<file path="src/rtl/sync_fifo.sv">
`default_nettype none
// ============================================================================
// sync_fifo : single-clock FWFT FIFO with level, almost flags, flush, errors
// Revision  : 1.0
// ============================================================================
module sync_fifo #(
  parameter int Width       = 16,
  parameter int Size        = 8,
  parameter int AlmostFull  = Size - 2,
  parameter int AlmostEmpty = 2
) (
  input  logic                    clk,
  input  logic                    rst_,
  input  logic                    wtrigger,
  input  logic [Width-1:0]        wdata,
  output logic                    wok,
  input  logic                    rtrigger,
  output logic [Width-1:0]        rdata,
  output logic                    rok,
  input  logic                    flush,
  output logic [$clog2(Size):0]   level,
  output logic                    almostFull,
  output logic                    almostEmpty,
  output logic                    overflow,
  output logic                    underflow
);

  localparam int AW = $clog2(Size);
  localparam int PW = AW + 1;

  logic [Width-1:0] mem_q [Size];

  logic [PW-1:0] wptr_q, wptr_d;
  logic [PW-1:0] rptr_q, rptr_d;
  logic          overflow_q, overflow_d;
  logic          underflow_q, underflow_d;

  logic [PW-1:0] w_level;
  logic          w_wa;
  logic          w_ra;
  logic          w_mem_we;

  // Status is decoded only from registered pointers, so a same-cycle pop
  // never frees space for a push (and vice versa).
  always_comb begin
    w_level     = wptr_q - rptr_q;
    wok         = (w_level != PW'(Size));
    rok         = (w_level != '0);
    w_wa        = wtrigger & wok;
    w_ra        = rtrigger & rok;
    w_mem_we    = 1'b0;
    wptr_d      = wptr_q;
    rptr_d      = rptr_q;
    overflow_d  = overflow_q;
    underflow_d = underflow_q;
    if (!rst_ || flush) begin
      wptr_d      = '0;
      rptr_d      = '0;
      overflow_d  = 1'b0;
      underflow_d = 1'b0;
    end else begin
      w_mem_we = w_wa;
      if (w_wa)             wptr_d = wptr_q + PW'(1);
      if (w_ra)             rptr_d = rptr_q + PW'(1);
      if (wtrigger && !wok) overflow_d = 1'b1;
      if (rtrigger && !rok) underflow_d = 1'b1;
    end
  end

  always_ff @(posedge clk) begin
    wptr_q      <= wptr_d;
    rptr_q      <= rptr_d;
    overflow_q  <= overflow_d;
    underflow_q <= underflow_d;
  end

  // Storage carries no reset so it can map onto RAM.
  always_ff @(posedge clk) begin
    if (w_mem_we) mem_q[wptr_q[AW-1:0]] <= wdata;
  end

  assign rdata       = mem_q[rptr_q[AW-1:0]];
  assign level       = w_level;
  assign almostFull  = (w_level >= PW'(AlmostFull));
  assign almostEmpty = (w_level <= PW'(AlmostEmpty));
  assign overflow    = overflow_q;
  assign underflow   = underflow_q;

endmodule
`default_nettype wire

</file>
<file path="config.mk">
export PLATFORM = sky130hd
export DESIGN_NAME = sync_fifo
export DESIGN_NICKNAME = d
export VERILOG_FILES = /design/src/rtl/sync_fifo.sv
export SDC_FILE = /design/constraint.sdc
export NUM_CORES = 1
export LEC_CHECK = 0
export ABC_AREA = 1
export BUFFER_PORTS_ARGS = -buffer_cell sky130_fd_sc_hd__buf_2
export CAP_MARGIN = 20
export CORE_ASPECT_RATIO = 0.6
export CORE_MARGIN = 1
export CORE_UTILIZATION = 50
export CTS_CLUSTER_DIAMETER = 150
export DETAILED_ROUTE_END_ITERATION = 8
export GPL_ROUTABILITY_DRIVEN = 0
export PLACE_DENSITY = 0.71
export SETUP_SLACK_MARGIN = 0.05
export SYNTH_ARGS = -nofsm -noshare
export SYNTH_HDL_FRONTEND = slang
export SYNTH_SLANG_ARGS = --single-unit
</file>
<file path="constraint.sdc">
create_clock -name clk -period 2.7 [get_ports clk]
set_input_delay 0.135 -clock clk [delete_from_list [all_inputs] [get_ports clk]]
set_output_delay 0.135 -clock clk [all_outputs]
set_load 0.05 [all_outputs]
</file>
# [After elaboration in Yosys (flattened, before gate mapping)]
# Memory sizes are Yosys's and may differ from the RTL's. A register that Yosys moved wholly into a read port is not among the register bits.
# Cells that the tools add are included.
[word_totals] reg_bits=10 ram_bits=128 inputBits=21 out_inout_bits=26 word_cells=25 mem_count=1
[classes] addsub=3 n_lt_le_gt_ge=2 eq_ne=1 mux=5 bitwise=2 n_reduce_logical=7
[mem_list] memory="mem_q" words=8 width=16 read_ports=1 rd_clocked_by_memory_dff=1 write_ports=1 line="31" rtl="logic [Width-1:0] mem_q [Size];"
[op_table] op="$add A4 B1 Y4 const B" count=2
[op_table] op="$mux W3" count=2
[op_table] op="$ge A4 B3 Y1 const B" count=1
[op_table] op="$le A4 B2 Y1 const B" count=1
[op_table] op="$ne A4 B4 Y1 const B" count=1
[op_table] op="$reduce_bool A4 Y1" count=1
[op_table] op="$sub A4 B4 Y4" count=1
[op_table] op="$logic_not A1 Y1" count=3
[op_table] op="$mux W1" count=3
[op_table] op="$and A1 B1 Y1" count=2
[op_table] op="$logic_and A1 B1 Y1" count=2
[op_table] op="$logic_or A1 B1 Y1" count=1

# [Longest topological paths before layout]
[depth] depth_word=6 depth_mapped=13 depth_no_buf=12

# [Least setup slack after synthesis]
# No wires, ideal clock.
[synth_path] path_kind="register to register" startpoint="reg wptr_q[0]" endpoint="mem mem_q[0][0] (enable)" setup_time_ns=0.388 arrival_time_ns=2.811 t_required_ns=2.312 setup_slack_ns=-0.499 stages_incl_launch_ff=12 path_buffers=1 synth_period_minus_slack_ns=3.199 cell_sequence="dfxtp_1 > inv_1 > ha_1 > inv_1 > fa_1 > inv_1 > nand2_1 > nor2_4 > nand3_2 > buf_6 > nand3_1 > nor2_1"
[synth_via] elab_chain_len=6
[synth_rtl] item="start: declaration" line="33" rtl="logic [PW-1:0] wptr_q, wptr_d;"
[synth_rtl] item="start signal: assignment" line="71" rtl="wptr_q <= wptr_d;"
[synth_rtl] item="$sub A4 B4 Y4" line="46" rtl="w_level = wptr_q - rptr_q;"
[synth_rtl] item="net level[1]" line="21" rtl="output logic [$clog2(Size):0] level,"
[synth_rtl] item="$ne A4 B4 Y1" line="47" rtl="wok = (w_level != PW'(Size));"
[synth_rtl] item="net wok" line="16" rtl="output logic wok,"
[synth_rtl] item="$and A1 B1 Y1" line="49" rtl="w_wa = wtrigger & wok;"
[synth_rtl] item="$mux W1" line="56" rtl="if (!rst_ || flush) begin"
[synth_rtl] item="$mux W1" line="79" rtl="if (w_mem_we) mem_q[wptr_q[AW-1:0]] <= wdata;"
[synth_rtl] item="$mux W1 (implied by the code)" line="79"
[synth_rtl] item="end: declaration" line="31"
# The timed path passes the listed nets, and every way through them passes these cells.

# [Worst setup path in the final report]
[layout_path] startpoint="reg wptr_q[0]" endpoint="mem mem_q[3][10] (enable)"
[layout_via] elab_chain_len=6
[layout_rtl] item="$sub A4 B4 Y4" line="46"
[layout_rtl] item="$ne A4 B4 Y1" line="47"
[layout_rtl] item="$and A1 B1 Y1" line="49"
[layout_rtl] item="$mux W1" line="56"
[layout_rtl] item="$mux W1" line="79"
[layout_rtl] item="$mux W1 (implied by the code)" line="79"
# Parallel ways exist; a longest one is shown, timed or not.

==> impl_metrics.toml <==
[global_routing]
grt_pass1_vias = 3651
met1_usage_pct = 35.28
grt_pass1_wl_mm = 19.93
grt_busiest_layer = "met1"
grt-ovfl-total = 0
antenna_found_initial = 0
grt_usage_pct = 22.81
grt_max_degree = 42
grt_use_met3_pct = 5.756
gr-usage-met2_pct = 31.57

[placed_design]
port_buffers = 46
post-dp-hpwl_mm = 7.924
dpl_cell_area_mm2 = 0.006259

[drt]
wl_mm = 12.68
routed-via-count = 3964
drtAntennaViolNets = 0
routed_via_density = 5.498
drt-initial-drc-count = 352
drc = 0
avgRoutedWirePerCell_um = 17.59
first_pass_iters = 5

[clocking]
cts_tree = "built"
clock_latency_ps = 410
cts_buffer_depth = 2
cts.htree.levels = 4
cts_sinks = 141
clk_pin_slew_ps = 60
cts_root_buf = "clkbuf_16"
cts_buffers = 17

[sta]
setup_violations = 32
whs_ps = 16.97
finClkSkew_ps = 7.507
rsz0062_at_grt = "yes"
hold_viol = 0
slew_headroom_pct = 27.40
min_period_over_period_pct = 105.1
max_freq_mhz = 352.2
maxSlewViolCount = 0
timing.final.ws_setup_ps = -139.0
tightest_slew_ps = 1088
period_needed_ps = 2839

[synth]
synth_warnings = 0
syn_area_per_cell_um2 = 11.42
synthDistinctLibCells = 21
synthCells = 505
synth_commonest_cells = "edfxtp_1, nor2_1, nand2_1, o21ai_0, a21oi_1"
synth_nets = 532
netlist.area_leader.share_pct = 66.62
synth-seq-area-share_pct = 71.13
yosys_most_used_dff = "edfxtp_1"
synthArstFlopShare_pct = 0
yosysTopAreaCell = "edfxtp_1"
synth.most_common_cell = "edfxtp_1"
synth-edff-count = 128
syn_area_mm2 = 0.005769
ys_ff_latch = 141
synthTopCellsByArea = "edfxtp_1, nor2_1, o21ai_0, nand2_1, dfxtp_1"

[setup_path]
critical_path.startpoint = "wptr_q[0]"
criticalPathCategory = "reg2reg"
worstPathRequired_ps = 2730
r2r_slack_ps = -140
end_kind = "register"
r2r-start = "wptr_q[0]"
cp-start-kind = "register"
cp_max_fo = 16
worst_ep_arrival_time_ps = 2870

[cells_and_area]
n_antenna_cell = 0
finish.instance_area_mm2 = 0.006913
drive_above_1_share_pct = 18.90
syn2layout_area_growth_pct = 19.82
nNetsFinal = 597
post-route-util_pct = 63.51
n_fill_cell = 833

[floorplanning]
core_area_mm2 = 0.01089
die_y_um = 85.21
dieArea_mm2 = 0.01199
rows = 29
dieWidth_um = 140.7
boundaryPins = 47
start_util_pct = 53.00

[power_and_ir_drop]
ir_drop_uv = 425.3
power_leakage_uw = 0.002523
powerDensity_mw_per_mm2 = 799.2
power_uw = 5525

[status]
status = "finished with violations"
violations = "negative setup slack"

[hold_path]
min_from = "wdata[8]"
hold_path_class = "in2reg"

[flow_run]
maxCapViolations = 0
[repair_timing]
item	CTS	global route
pin swaps	0	3
buffers inserted	0	3
hold buffers	2	0
endpoints found under the hold margin	16	0
gates resized for setup	0	3
endpoints found under the setup margin	48	97
[cells by family (layout without fill, tap and decap cells)]
family                   after synthesis  count (layout)  synth area share [%]
AO/OA/AOI/OAI                        108             108                 9.759
adder cells (fa/ha/maj)                6               6                 1.431
buffers and inverters                 48             125                 3.752
flip-flops                           141             141                 71.13
AND/OR/NAND/NOR                      202             202                 13.92
[layout make-up]
| cell class | instances | area, um2 | share of cell area, % |
|---|---|---|---|
| timing repair buffer | 70 | 455.4 | 6.588 |
| clock inverter | 9 | 120.1 | 1.738 |
| clock buffer | 22 | 444.2 | 6.425 |
| inverter | 24 | 92.59 | 1.339 |
| tap | 139 | 173.9 | 2.516 |
| sequential | 141 | 4105 | 59.38 |
| multi-input combinational | 316 | 1521 | 22.01 |
[path summary, 6_finish.rpt]
path,end,depth (start not counted)
setup / recovery,mem_q[3][10],10
hold / removal,mem_q[0][8],1
setup reg to reg,mem_q[3][10],10
hold reg to reg,overflow,2
[power breakdown]
group | internal [uW] | leakage (uW) | switching (uW)
registers | 2410 | 0.00126 | 16.5
logic | 222 | 0.000991 | 624
clock network | 1430 | 0.000273 | 821
total | 4060 | 0.00252 | 1460
[flip-flops by register name, indices dropped and copies added, names as in the netlist, named ones only]
register / cells
mem_q: 128
overflow: 1
rptr_q: 4
underflow: 1
wptr_q: 4
[per-stage QoR]
| step | setup slack (ps) | cells | setup TNS (ps) |
|---|---|---|---|
| 2_1_floorplan | -2.175 | 505 | -104.4 |
| 3_3_place_gp | -33.49 | 685 | -730.3 |
| 3_5_place_dp | -92.89 | 685 | -2804 |
| 4_1_cts | -126.9 | 718 | -3894 |
| 5_1_grt | -247.9 | 721 | -9680 |
| 6_report | -139.0 | 721 | -3512 |
[metal layers]
metal  vias up  share of wire (%)
li1       1898                  -
met1      1905                 50
met2       146                 43
met3        15                6.5
met4         0                1.0
met5         -                  0
[critical path: stages (launching register included)]
cell,delay [ps]
dfxtp_1,310
inv_2,70
ha_1,130
inv_1,70
fa_2,550
inv_1,40
nand2_1,90
nor2_4,50
nand3_2,70
nand3_1,180
nor2_2,880
[cell usage in the layout (no fill, tap or decap), types with 3 or more instances in the layout]
master,n
edfxtp_1,128
nor2_1,96
nand2_1,76
o21ai_0,57
buf_2,45
a21oi_1,27
inv_1,22
buf_4,20
nand3_1,17
clkbuf_16,17
a31oi_1,16
dfxtp_1,12
o21ai_1,7
nor2_4,6
ha_1,5
clkbuf_1,5
nor2_2,3
bufinv_16,3
clkinv_2,3
buf_12,3
Note: power is estimated with default switching activity, not from simulation.
